===== src/rtl/lzs_token_dec.sv =====
// lzs_token_dec: decodes LZS literal / match / end-marker codes from the aligner's 13-bit MSB-first window.
// Latency: token register loads on the edge of the completing ack; tok_valid is seen one cycle later.
// Backpressure: token-completing pieces wait for a free token slot; header pieces are consumed regardless.
module lzs_token_dec #(
  parameter int LEN_W = 12
) (
  input  logic             clk,
  input  logic             rst_n,
  input  logic             ce,
  input  logic [12:0]      stream_data,
  input  logic             stream_valid,
  input  logic             stream_done,
  output logic [3:0]       stream_width,
  output logic             stream_ack,
  output logic             tok_valid,
  input  logic             tok_ready,
  output logic             tok_match,
  output logic [7:0]       tok_literal,
  output logic [10:0]      tok_offset,
  output logic [LEN_W-1:0] tok_length,
  output logic             tok_end,
  output logic             dec_err
);

  typedef enum logic [1:0] {S_TOK, S_LEN, S_EXT, S_END} state_t;

  // Largest encodable length, one bit wider so the extension sum can be range-checked.
  localparam logic [LEN_W:0] LEN_MAX = {1'b0, {LEN_W{1'b1}}};

  state_t           state_q, state_d, dec_nxt;
  logic [10:0]      off_q, off_d, dec_off;
  logic [LEN_W-1:0] acc_q, acc_d, dec_acc, dec_len;
  logic             dec_err_q, dec_err_d;
  logic             tok_valid_q, tok_valid_d, tok_match_q, tok_match_d, tok_end_q, tok_end_d;
  logic [7:0]       tok_literal_q, tok_literal_d, dec_lit;
  logic [10:0]      tok_offset_q, tok_offset_d;
  logic [LEN_W-1:0] tok_length_q, tok_length_d;
  logic [3:0]       dec_width, nib;
  logic             dec_cplt, dec_bad, dec_match, dec_end, dec_off_ld, dec_acc_ld;
  logic [LEN_W:0]   ext_sum;
  logic             slot_free, can_go, ack, trunc, load;

  // An all-ones nibble adds 15 and a terminal nibble adds n, so one sum covers both cases.
  assign nib     = stream_data[12:9];
  assign ext_sum = {1'b0, acc_q} + (LEN_W+1)'(nib);

  // Decode the piece at the head of the window for the current parse state.
  always_comb begin
    dec_width  = 4'd0;
    dec_cplt   = 1'b0;
    dec_bad    = 1'b0;
    dec_nxt    = state_q;
    dec_match  = 1'b0;
    dec_end    = 1'b0;
    dec_lit    = 8'd0;
    dec_len    = '0;
    dec_off_ld = 1'b0;
    dec_off    = 11'd0;
    dec_acc_ld = 1'b0;
    dec_acc    = '0;
    case (state_q)
      S_TOK: begin
        if (!stream_data[12]) begin
          dec_width = 4'd9;
          dec_cplt  = 1'b1;
          dec_lit   = stream_data[11:4];
        end else if (stream_data[11]) begin
          dec_width = 4'd9;
          if (stream_data[10:4] == 7'd0) begin
            dec_cplt = 1'b1;
            dec_end  = 1'b1;
            dec_nxt  = S_END;
          end else begin
            dec_off_ld = 1'b1;
            dec_off    = {4'd0, stream_data[10:4]};
            dec_nxt    = S_LEN;
          end
        end else begin
          dec_width  = 4'd13;
          dec_bad    = (stream_data[10:0] == 11'd0);
          dec_off_ld = 1'b1;
          dec_off    = stream_data[10:0];
          dec_nxt    = S_LEN;
        end
      end
      S_LEN: begin
        if (stream_data[12:11] != 2'b11) begin
          dec_width = 4'd2;
          dec_cplt  = 1'b1;
          dec_match = 1'b1;
          dec_len   = LEN_W'(2) + LEN_W'(stream_data[12:11]);
          dec_nxt   = S_TOK;
        end else if (stream_data[10:9] != 2'b11) begin
          dec_width = 4'd4;
          dec_cplt  = 1'b1;
          dec_match = 1'b1;
          dec_len   = LEN_W'(5) + LEN_W'(stream_data[10:9]);
          dec_nxt   = S_TOK;
        end else begin
          dec_width  = 4'd4;
          dec_acc_ld = 1'b1;
          dec_acc    = LEN_W'(8);
          dec_nxt    = S_EXT;
        end
      end
      S_EXT: begin
        dec_width = 4'd4;
        dec_bad   = (ext_sum > LEN_MAX);
        if (nib == 4'hF) begin
          dec_acc_ld = 1'b1;
          dec_acc    = ext_sum[LEN_W-1:0];
        end else begin
          dec_cplt  = 1'b1;
          dec_match = 1'b1;
          dec_len   = ext_sum[LEN_W-1:0];
          dec_nxt   = S_TOK;
        end
      end
      default: ;
    endcase
  end

  // Handshake outputs: consume the piece only when it is legal and, if it completes a token, a slot is free.
  always_comb begin
    slot_free    = ~tok_valid_q | tok_ready;
    can_go       = rst_n & ce & stream_valid & ~dec_err_q & (state_q != S_END);
    ack          = can_go & ~dec_bad & (~dec_cplt | slot_free);
    stream_ack   = ack;
    stream_width = ack ? dec_width : 4'd0;
    load         = ack & dec_cplt;
    trunc        = stream_done & ~stream_valid & ((state_q == S_LEN) | (state_q == S_EXT));
    dec_err_d    = dec_err_q | (can_go & dec_bad) | trunc;
  end

  // Next state: advance on ack; the end state waits for ce to drop before parsing again.
  always_comb begin
    state_d = state_q;
    if (state_q == S_END) begin
      if (!ce) state_d = S_TOK;
    end else if (ack) begin
      state_d = dec_nxt;
    end
  end

  // Header registers and the output token register (drain and reload may share an edge).
  always_comb begin
    off_d         = (ack & dec_off_ld) ? dec_off : off_q;
    acc_d         = (ack & dec_acc_ld) ? dec_acc : acc_q;
    tok_valid_d   = tok_valid_q;
    tok_match_d   = tok_match_q;
    tok_literal_d = tok_literal_q;
    tok_offset_d  = tok_offset_q;
    tok_length_d  = tok_length_q;
    tok_end_d     = tok_end_q;
    if (load) begin
      tok_valid_d   = 1'b1;
      tok_match_d   = dec_match;
      tok_literal_d = dec_lit;
      tok_offset_d  = dec_match ? off_q : 11'd0;
      tok_length_d  = dec_len;
      tok_end_d     = dec_end;
    end else if (tok_valid_q & tok_ready) begin
      tok_valid_d   = 1'b0;
      tok_match_d   = 1'b0;
      tok_literal_d = 8'd0;
      tok_offset_d  = 11'd0;
      tok_length_d  = '0;
      tok_end_d     = 1'b0;
    end
  end

  // State register.
  always_ff @(posedge clk) begin
    if (!rst_n) state_q <= S_TOK;
    else        state_q <= state_d;
  end

  // Datapath registers; reset drops any partial header and pending token.
  always_ff @(posedge clk) begin
    if (!rst_n) begin
      off_q         <= 11'd0;
      acc_q         <= '0;
      dec_err_q     <= 1'b0;
      tok_valid_q   <= 1'b0;
      tok_match_q   <= 1'b0;
      tok_literal_q <= 8'd0;
      tok_offset_q  <= 11'd0;
      tok_length_q  <= '0;
      tok_end_q     <= 1'b0;
    end else begin
      off_q         <= off_d;
      acc_q         <= acc_d;
      dec_err_q     <= dec_err_d;
      tok_valid_q   <= tok_valid_d;
      tok_match_q   <= tok_match_d;
      tok_literal_q <= tok_literal_d;
      tok_offset_q  <= tok_offset_d;
      tok_length_q  <= tok_length_d;
      tok_end_q     <= tok_end_d;
    end
  end

  assign tok_valid   = tok_valid_q;
  assign tok_match   = tok_match_q;
  assign tok_literal = tok_literal_q;
  assign tok_offset  = tok_offset_q;
  assign tok_length  = tok_length_q;
  assign tok_end     = tok_end_q;
  assign dec_err     = dec_err_q;

endmodule


===== config.mk =====
export PLATFORM = sky130hd
export DESIGN_NAME = lzs_token_dec
export DESIGN_NICKNAME = d
export VERILOG_FILES = /design/src/rtl/lzs_token_dec.sv
export SDC_FILE = /design/constraint.sdc
export NUM_CORES = 1
export LEC_CHECK = 0
export CAP_MARGIN = 20
export CORE_ASPECT_RATIO = 1.75
export CORE_UTILIZATION = 50
export DETAILED_ROUTE_END_ITERATION = 10
export GPL_ROUTABILITY_DRIVEN = 0
export PLACE_DENSITY = 0.77
export RECOVER_POWER = 50
export SYNTH_ARGS = -nofsm -noshare
export SYNTH_HDL_FRONTEND = slang
export SYNTH_SLANG_ARGS = --single-unit

===== constraint.sdc =====
create_clock -name clk -period 3.88 [get_ports clk]
set_clock_uncertainty 0.15 [all_clocks]
set_input_delay 0.776 -clock clk [delete_from_list [all_inputs] [get_ports clk]]
set_output_delay 0.776 -clock clk [all_outputs]
set_load 0.05 [all_outputs]

==> flow_summary.ini, run 1 <==
[cts]
worstSkewPairLatency_ps = 350
cts_hold_buf = 0
root_buffer = clkbuf_8
htree_num_levels = 3
clockBufferDepth = 2
cts_tree = done
cts_sinks = 60
cts_buffers = 9
path_clk_slew_ps = 70

[global_route]
grt_pass1_wl_mm = 14.0
grt_max_degree = 45
grt_use_total_pct = 28.8
antenna_found_initial = 0
grt_overflow = 0
grt_pass1_vias = 2941

[setup_path]
cp.arrival_ps = 3960
cp_max_fo = 4
critPathSlowestCell = clkdlybuf4s50_1
r2r-end = acc_q[6]
endpoint_kind = flop
crit_top_cell = buf_4
cp.required_ps = 4000
startpoint_type = input port
worstSetupPathType = in -> reg
ff2ff_path_depth = 19
crit_chain = clkdlybuf4s50_1 -> ha_4 -> nor2b_2 -> buf_4 -> buf_4 -> buf_4 -> buf_4 -> buf_4 -> buf_4 -> buf_4 -> buf_4 -> buf_4 -> buf_4 -> o31a_1 -> nand2_1 -> xor2_1 -> or3_1 -> a21oi_1
slowest_delay_ps = 550
r2r-start = acc_q[0]
path_delay_family = buffers and inverters
crit_buf_inv = 11
rrSetupSlack_ps = 560

[die]
num_rows = 37
die_width_microns = 62.0
dieArea_sq_um = 6630
core_area_sq_um = 5970
fp.dieH_microns = 107
start_util_pct = 52.7
pin_count = 59

[detailed_routing]
firstDrtPassIters = 5
drc = 0
via_per_inst = 5.86
finalWirelength_mm = 9.10
wl_per_cell_microns = 16.9
drt_iter0_drc = 263
vias = 3161
ant_nets = 0

[logic_synthesis]
synth_edf_count = 0
syn_nets = 413
synthArstFlopShare_pct = 0
ys_warn_count = 0
synth_cell_types = 58
yosysTopAreaCell = dfxtp_1
synthCells = 383
synth_area_leaders = dfxtp_1 38%, nand3_1 12%, nand2_1 6.1%, ha_1 4.0%, o21ai_0 3.2%
yosysMostFrequentCell = nand3_1
synth_seq_cells = 60
ys_seq_area_share_pct = 38.1
syn_avg_cell_area_sq_um = 8.22
yosys.area.top_type_share_pct = 38.1
ys_top_cells_by_count = 73 x nand3_1, 60 x dfxtp_1, 51 x nand2_1
syn_area_sq_um = 3150
synth_ff_type = dfxtp_1

[worst_hold_path]
hp-class = reg -> reg
hold_start = tok_literal[7]
holdPathStages = 2
hold_end = tok_literal[7]

[place]
port-buffer-count = 58
hpwl_mm = 6.28

[timing]
rsz0062_at_grt = no
layout_worst_path_cycle_share_pct = 98.9
max_slew_margin_pct = 45.5
max_freq_ghz = 0.261
setup_viol = 0
tightestPinTransition_ps = 818
finalSetupTns_ps = 0
finalHoldViolations = 0
final.min_clock_period_ps = 3840
finalMaxSlewViolations = 0

[flow_run]
cap_violations = 0

[power]
irDropWorstVdd_mv = 0.250
p_per_area_nw_per_um2 = 301
p_leak_nw = 1.72

[finish]
syn_to_final_growth_pct = 32.1
diodes = 0
fillerInstances = 474
final_core_util_pct = 69.7
drive_gt1_share_pct = 14.8
fin_nets = 486

[status]
status = completed
==> placed cells by master, fill, tap and decap left out, drive strengths merged, types with 7 or more instances in the layout <==
cell / instances
a21oi: 18
o21ai: 23
nor2: 13
dfxtp: 60
dlygate4sd3: 35
mux2i: 9
nand3: 75
nand2: 51
clkdlybuf4s50: 17
clkbuf: 14
buf: 31
inv: 11
nand4: 7
o31ai: 13
ha: 10
==> repair_timing <==
item	CTS	global route
buffers inserted	10	2
endpoints found under the setup margin	2	10
gates resized for setup	1	6
pin swaps	1	6
==> cells by family after synthesis <==
family | after synthesis | share of synthesized area [%]
simple gates | 186 | 31.7
fa+ha+maj | 11 | 4.61
mux | 9 | 2.86
buf+inv | 35 | 4.89
xor+xnor | 9 | 2.50
flops | 60 | 38.1
compound gates | 73 | 15.3
==> worst min-delay path: cells and delay by family (launching register included) <==
family	cells	cell delay (ps)
flops	1	310
simple gates	2	100
==> cell type report <==
| type | count | area [sq um] | area share, % |
|---|---|---|---|
| Inverter | 10 | 37.5 | 0.902 |
| Timing Repair Buffer | 87 | 841 | 20.2 |
| Clock inverter | 5 | 37.5 | 0.902 |
| Clock buffer | 11 | 131 | 3.16 |
| Sequential cell | 60 | 1200 | 28.9 |
| Multi-Input combinational cell | 288 | 1810 | 43.6 |
| Tap cell | 78 | 97.6 | 2.35 |
==> where the power goes <==
| group | internal, W | total (W) | switching [W] |
|---|---|---|---|
| combinational | 0.0000505 | 0.000130 | 0.0000800 |
| clock | 0.000234 | 0.000499 | 0.000265 |
| sequential | 0.000619 | 0.000621 | 0.00000197 |
| total | 0.000903 | 0.00125 | 0.000347 |
==> stage by stage <==
step / cells / hold slack, ps / total power [W] / cell area [sq um] / setup WS (ps)
after global routing: 539 / 321 / 0.00129 / 4160 / 15.0
after CTS: 537 / 305 / 0.00125 / 4160 / 24.1
after global placement: 511 / 289 / 0.000762 / 3910 / 66.9
final: 539 / 301 / 0.00125 / 4160 / 44.3
after floorplan: 383 / 280 / 0.000705 / 3150 / 29.2
after detailed placement: 511 / 294 / 0.000763 / 3910 / -18.0
==> sequential cells by signal (all words and copies together), names as in the netlist <==
signal and flops:
acc_q 12, dec_err 1, off_q 11, state_q 2, tok_end 1, tok_length 12
tok_literal 8, tok_match 1, tok_offset 11, tok_valid 1
==> how the worst max path moves through the flow <==
stage          slack (ps)            start  depth (start not counted)               to
6_report               40  stream_data[11]                         18         acc_q[6]
5_1_grt                20  stream_data[11]                         18         acc_q[6]
4_1_cts                20   stream_data[9]                         11  stream_width[0]
3_5_place_dp          -20   stream_data[9]                         11  stream_width[0]
3_3_place_gp           70   stream_data[9]                         11  stream_width[3]
2_1_floorplan          30   stream_data[9]                         10  stream_width[3]
==> layer usage <==
| metal | up-vias | global-route usage (%) | wire length [microns] |
|---|---|---|---|
| met5 | - | 0 | 0 |
| met4 | 0 | 16.0 | 412 |
| met3 | 39 | 7.00 | 416 |
| met2 | 112 | 49.2 | 4800 |
| met1 | 1479 | 30.7 | 3480 |
| li1 | 1531 | - | - |
No activity file was read; power rests on OpenSTA's default activity.
==> inputs of run 2 (changes only) <==
--- a/config.mk
+++ b/config.mk
@@ -5,12 +5,13 @@
 export SDC_FILE = /design/constraint.sdc
 export NUM_CORES = 1
 export LEC_CHECK = 0
+export ABC_AREA = 1
 export CAP_MARGIN = 20
 export CORE_ASPECT_RATIO = 1.75
 export CORE_UTILIZATION = 50
 export DETAILED_ROUTE_END_ITERATION = 10
 export GPL_ROUTABILITY_DRIVEN = 0
-export PLACE_DENSITY = 0.77
+export PLACE_DENSITY = 0.76
 export RECOVER_POWER = 50
 export SYNTH_ARGS = -nofsm -noshare
 export SYNTH_HDL_FRONTEND = slang
==> flow_summary.ini, run 2 <==
[setup_path]
startpoint_type = input port
r2r-end = tok_end
cp_max_fo = 4
cp.required_ps = 2950
endpoint_kind = primary output
crit_chain = clkdlybuf4s50_1 -> inv_2 -> fa_2 -> nand3b_1 -> nand2_2 -> nand2_1 -> o21ai_2 -> nor2_4 -> nand2_4 -> a31oi_1 -> bufbuf_16
crit_buf_inv = 3
cp.depth = 11
critPathSlowestCell = clkdlybuf4s50_1
ff2ff_path_depth = 12
worstSetupStartpoint = stream_data[10]
path_delay_family = buffers and inverters
slowest_delay_ps = 500
setup.worst_path.end = stream_width[2]
worstSetupPathType = in -> out
rrSetupSlack_ps = 980
cp.arrival_ps = 2840
r2r-start = state_q[1]

[die]
start_util_pct = 51.5
dieArea_sq_um = 7420
fp.dieH_microns = 113
core_area_sq_um = 6860
pin_count = 59
num_rows = 40
die_width_microns = 65.5

[finish]
fin_cells = 680
drive_gt1_share_pct = 10.7
fin_nets = 621
mostFrequentLayoutCells = 127 x nand2_1, 75 x nand3_1, 65 x nor2_1, 60 x inv_1, 60 x dfxtp_1
diodes = 0
syn_to_final_growth_pct = 28.6
layout_commonest_cell = nand2_1

[flow_run]
cap_violations = 0

[logic_synthesis]
yosysTopAreaCell = dfxtp_1
synth_ff_type = dfxtp_1
yosys.area.top_type_share_pct = 34.0
synth_area_leaders = dfxtp_1 34%, nand2_1 14%, nand3_1 11%, nor2_1 7.0%, inv_1 6.4%
synth_edf_count = 0
syn_area_sq_um = 3530
ys_seq_area_share_pct = 34.0
synthArstFlopShare_pct = 0
syn_nets = 561
ys_top_cells_by_count = 128 x nand2_1, 75 x nand3_1, 66 x nor2_1
synth_cell_types = 40
ys_warn_count = 0
syn_avg_cell_area_sq_um = 6.65
synthCells = 531
synth_seq_cells = 60
yosysMostFrequentCell = nand2_1

[status]
status = completed

[detailed_routing]
finalWirelength_mm = 9.78
drt_iter0_drc = 216
via_per_inst = 5.32
wl_per_cell_microns = 14.4
firstDrtPassIters = 4
vias = 3616
drc = 0
ant_nets = 0

[cts]
htree_num_levels = 3
clockBufferDepth = 2
root_buffer = clkbuf_16
cts_sinks = 60
worstSkewPairLatency_ps = 340
cts_buffers = 9
cts_hold_buf = 0
path_clk_slew_ps = 50
cts_tree = done

[global_route]
antenna_found_initial = 0
grt_use_total_pct = 28.7
grt_max_degree = 44
grt_pass1_vias = 3507
grt_pass1_wl_mm = 16.0
grt_overflow = 0

[timing]
final.min_clock_period_ps = 3770
finalHoldViolations = 0
rsz0062_at_grt = no
layout_worst_path_cycle_share_pct = 97.1
max_freq_ghz = 0.265
tightestPinTransition_ps = 1050
setup_viol = 0
finalMaxSlewViolations = 0
hold_slack_ps = 321
max_slew_margin_pct = 29.8
setup_slack_ps = 113

[power]
p_sw_w = 0.000410
p_leak_nw = 2.03
irDropWorstVdd_mv = 0.232
finalPower_w = 0.00155
power_frac_seq_pct = 40.5
pwr-share-clk_pct = 47.9
p_int_w = 0.00114
combPwrFrac_pct = 11.6
p_per_area_nw_per_um2 = 341
p_sw_share_pct = 26.5

[place]
hpwl_mm = 7.29
pre_cts_ws_ps = -11.9
port-buffer-count = 58
post-place-cells = 661

[worst_hold_path]
hp-class = reg -> reg
==> run 2: cell count changes in the layout (fill, tap and decap cells not counted), moves of 8 or more <==
cell	delta
nand2_1	+77
clkbuf_8	-8
nor3_1	+12
a21oi_1	+22
clkbuf_16	+9
o21ai_0	-17
buf_4	-11
o31ai_1	-12
mux2i_1	-9
nor2_1	+54
inv_1	+50
==> run 2: cell families after synthesis <==
| logic type | after synthesis | share of synthesized area [%] |
|---|---|---|
| simple gates | 305 | 39.2 |
| flops | 60 | 34.0 |
| compound gates | 57 | 9.53 |
| xor+xnor | 5 | 1.24 |
| fa+ha+maj | 11 | 4.11 |
| buf+inv | 93 | 11.9 |
==> run 2: per-layer routing <==
metal  global-route usage, %  wire, microns  up-vias
met5                       0              0        -
met4                    22.2            618        0
met3                    4.94            360       42
met2                    51.8           5300      118
met1                    27.9           3500     1641
li1                        -              -     1815
==> run 2: layout make-up <==
cell class              instances  area, sq um
flip-flops and latches         60         1200
fillers                       640         2310
inverters                      67          256
well taps                      84          105
clock inverters                 5         36.3
clock buffers                  11          243
repair buffers                 75          782
multi-input cells             378         1920
==> run 2: what timing repair did <==
item | 4_1_cts | 5_1_grt
setup buffers | 3 | 0
endpoints found under the hold margin | 0 | 0
pin swaps | 3 | 3
gates resized for setup | 5 | 2
endpoints found under the setup margin | 3 | 4
==> run 2: worst min path at each step <==
stage	startpoint	endpoint	slack, ps	cells after the start
global route	tok_literal[2]	tok_literal[2]	340	2
detailed placement	tok_literal[4]	tok_literal[4]	320	2
CTS	tok_literal[4]	tok_literal[4]	330	2
global placement	tok_offset[6]	tok_offset[6]	320	2
floorplan	acc_q[0]	acc_q[0]	340	4
finish	tok_literal[2]	tok_literal[2]	320	2
==> run 2: power by group through the flow <==
stage / clock network, W / logic (W) / registers [W]
CTS: 0.000749 / 0.000178 / 0.000627
global placement: 0 / 0.000174 / 0.000640
global route: 0.000772 / 0.000194 / 0.000627
detailed placement: 0 / 0.000176 / 0.000640
floorplan: 0 / 0.000108 / 0.000646
finish: 0.000741 / 0.000179 / 0.000627
==> run 2: through the flow <==
| stage | area, sq um | setup TNS, ps | utilization, % |
|---|---|---|---|
| 2_1_floorplan | 3530 | 0 | - |
| 3_3_place_gp | 4220 | 0 | 61.6 |
| 3_5_place_dp | 4220 | -23.3 | 61.6 |
| 4_1_cts | 4550 | 0 | 66.3 |
| 5_1_grt | 4540 | 0 | 66.3 |
| 6_report | 4540 | 0 | 66.3 |
==> run 2: tightest hold or removal path, stage by stage, from the launching register on <==
cell	delay [ps]
dfxtp_1	300
nand3_1	70
a21oi_1	50
==> inputs of run 3 (changes only) <==
--- a/config.mk
+++ b/config.mk
@@ -11,8 +11,10 @@
 export CORE_UTILIZATION = 50
 export DETAILED_ROUTE_END_ITERATION = 10
 export GPL_ROUTABILITY_DRIVEN = 0
-export PLACE_DENSITY = 0.76
+export PLACE_DENSITY_LB_ADDON = 0.25
 export RECOVER_POWER = 50
+export SLEW_MARGIN = 20
 export SYNTH_ARGS = -nofsm -noshare
 export SYNTH_HDL_FRONTEND = slang
 export SYNTH_SLANG_ARGS = --single-unit
+export TNS_END_PERCENT = 10
==> flow_summary.ini, run 3 (synthesized netlist as in run 2, its figures left out) <==
[cts]
path_clk_slew_ps = 50
cts_tree = done
worstSkewPairLatency_ps = 330
cts_hold_buf = 0
cts_sinks = 60
htree_num_levels = 3
cts_buffers = 9
root_buffer = clkbuf_16
clockBufferDepth = 2

[setup_path]
ff2ff_path_depth = 15
cp.required_ps = 2950
cp_max_fo = 4
rrSetupSlack_ps = 1160
endpoint_kind = primary output
worstSetupPathType = in -> out
r2r-start = acc_q[0]
r2r-end = off_q[7]
cp.arrival_ps = 2840
startpoint_type = input port

[finish]
syn_to_final_growth_pct = 29.9
fin_cells = 681
fin_nets = 623
fillerInstances = 615
regArea_sq_um = 1200
drive_gt1_share_pct = 11.2
mostFrequentLayoutCells = 127 x nand2_1, 75 x nand3_1, 65 x nor2_1, 60 x inv_1, 60 x dfxtp_1
diodes = 0
multi_input_area_sq_um = 1920
layout_commonest_cell = nand2_1

[power]
p_sw_w = 0.000389
p_leak_nw = 2.05
p_per_area_nw_per_um2 = 350
combPwrFrac_pct = 11.4
pwr-share-clk_pct = 49.6
power_frac_seq_pct = 39.0
finalPower_w = 0.00161
p_int_w = 0.00122
irDropWorstVdd_mv = 0.231
p_sw_share_pct = 24.2

[timing]
max_freq_ghz = 0.266
hold_slack_ps = 322
tightestPinTransition_ps = 1090
finalMaxSlewViolations = 0
layout_worst_path_cycle_share_pct = 97.0
max_slew_margin_pct = 27.1
setup_viol = 0
finalHoldViolations = 0
setup_slack_ps = 118
final.min_clock_period_ps = 3760

[die]
dieArea_sq_um = 7420
fp.dieH_microns = 113
pin_count = 59
core_area_sq_um = 6860
num_rows = 40
start_util_pct = 51.5
die_width_microns = 65.5

[global_route]
antenna_found_initial = 0
grt_use_total_pct = 28.6
grt_pass1_wl_mm = 16.1
grt_max_degree = 44
grt_pass1_vias = 3529
grt_overflow = 0

[worst_hold_path]
hold_end = tok_length[8]
holdPathStages = 2
hp-class = reg -> reg
hold_start = tok_length[8]

[detailed_routing]
via_per_inst = 5.40
vias = 3674
firstDrtPassIters = 4
drt_iter0_drc = 235
ant_nets = 0
wl_per_cell_microns = 14.6
drc = 0
finalWirelength_mm = 9.94

[status]
status = completed

[place]
port-buffer-count = 58
post-place-cells = 661
hpwl_mm = 7.37
pre_cts_ws_ps = 4.06

[flow_run]
cap_violations = 0
==> run 3: cell count changes in the layout (fill, tap and decap cells not counted), sizes merged <==
cell / before / now
buf: 20 / 23
clkinvlp: 3 / 0
clkinv: 2 / 4
bufinv: 0 / 1
clkbuf: 12 / 11
inv: 67 / 66
==> run 3: layout make-up <==
type	instances	area share [%]
tap	84	2.29
clock inverter	4	1.06
timing repair buffer	77	17.4
sequential	60	26.2
clock buffer	11	5.51
inverter	67	5.64
multi-input combinational	378	41.9
==> run 3: worst max-delay path, cell delays in order <==
cell,delay [ps]
clkdlybuf4s50_1,490
inv_1,90
fa_2,390
nand3b_1,200
nand2_2,120
nand2_2,90
o21ai_4,170
nor2_4,60
nand2_4,90
a31oi_1,60
bufbuf_16,310
==> run 3: layer usage <==
metal / part of all wire (%) / global-route usage [%] / wire [microns]
met1: 35 / 28.2 / 3470
met2: 54 / 51.2 / 5380
met3: 3.9 / 4.94 / 385
met4: 7.1 / 21.6 / 705
met5: 0 / 0 / 0
==> run 3: what timing repair did <==
action | in CTS | in global routing
resized for setup | 3 | 5
endpoints found under the setup margin | 2 | 5
pin swaps | 1 | 5
setup buffers | 0 | 5
==> run 3: worst max-delay path by stage <==
stage	from	endpoint	cells after the start
floorplan	stream_data[9]	stream_width[1]	10
global placement	stream_data[9]	stream_width[3]	12
detailed placement	stream_data[9]	stream_width[3]	12
CTS	stream_data[9]	stream_width[2]	12
global route	stream_data[12]	stream_width[2]	12
finish	stream_data[10]	stream_width[2]	11
==> run 3: power by group through the flow <==
stage | sequential [W] | clock [W] | combinational (W)
floorplan | 0.000646 | 0 | 0.000108
global placement | 0.000639 | 0 | 0.000174
detailed placement | 0.000640 | 0 | 0.000176
CTS | 0.000627 | 0.000803 | 0.000178
global route | 0.000627 | 0.000834 | 0.000198
finish | 0.000627 | 0.000796 | 0.000183
==> run 3: stage by stage <==
| step | utilization (%) | instance area [sq um] | setup TNS (ps) |
|---|---|---|---|
| after CTS | 66.1 | 4530 | 0 |
| after detailed placement | 61.6 | 4220 | 0 |
| final | 66.9 | 4590 | 0 |
| after global placement | 61.6 | 4220 | 0 |
| after floorplan | - | 3530 | 0 |
| after global routing | 66.9 | 4590 | -11.1 |
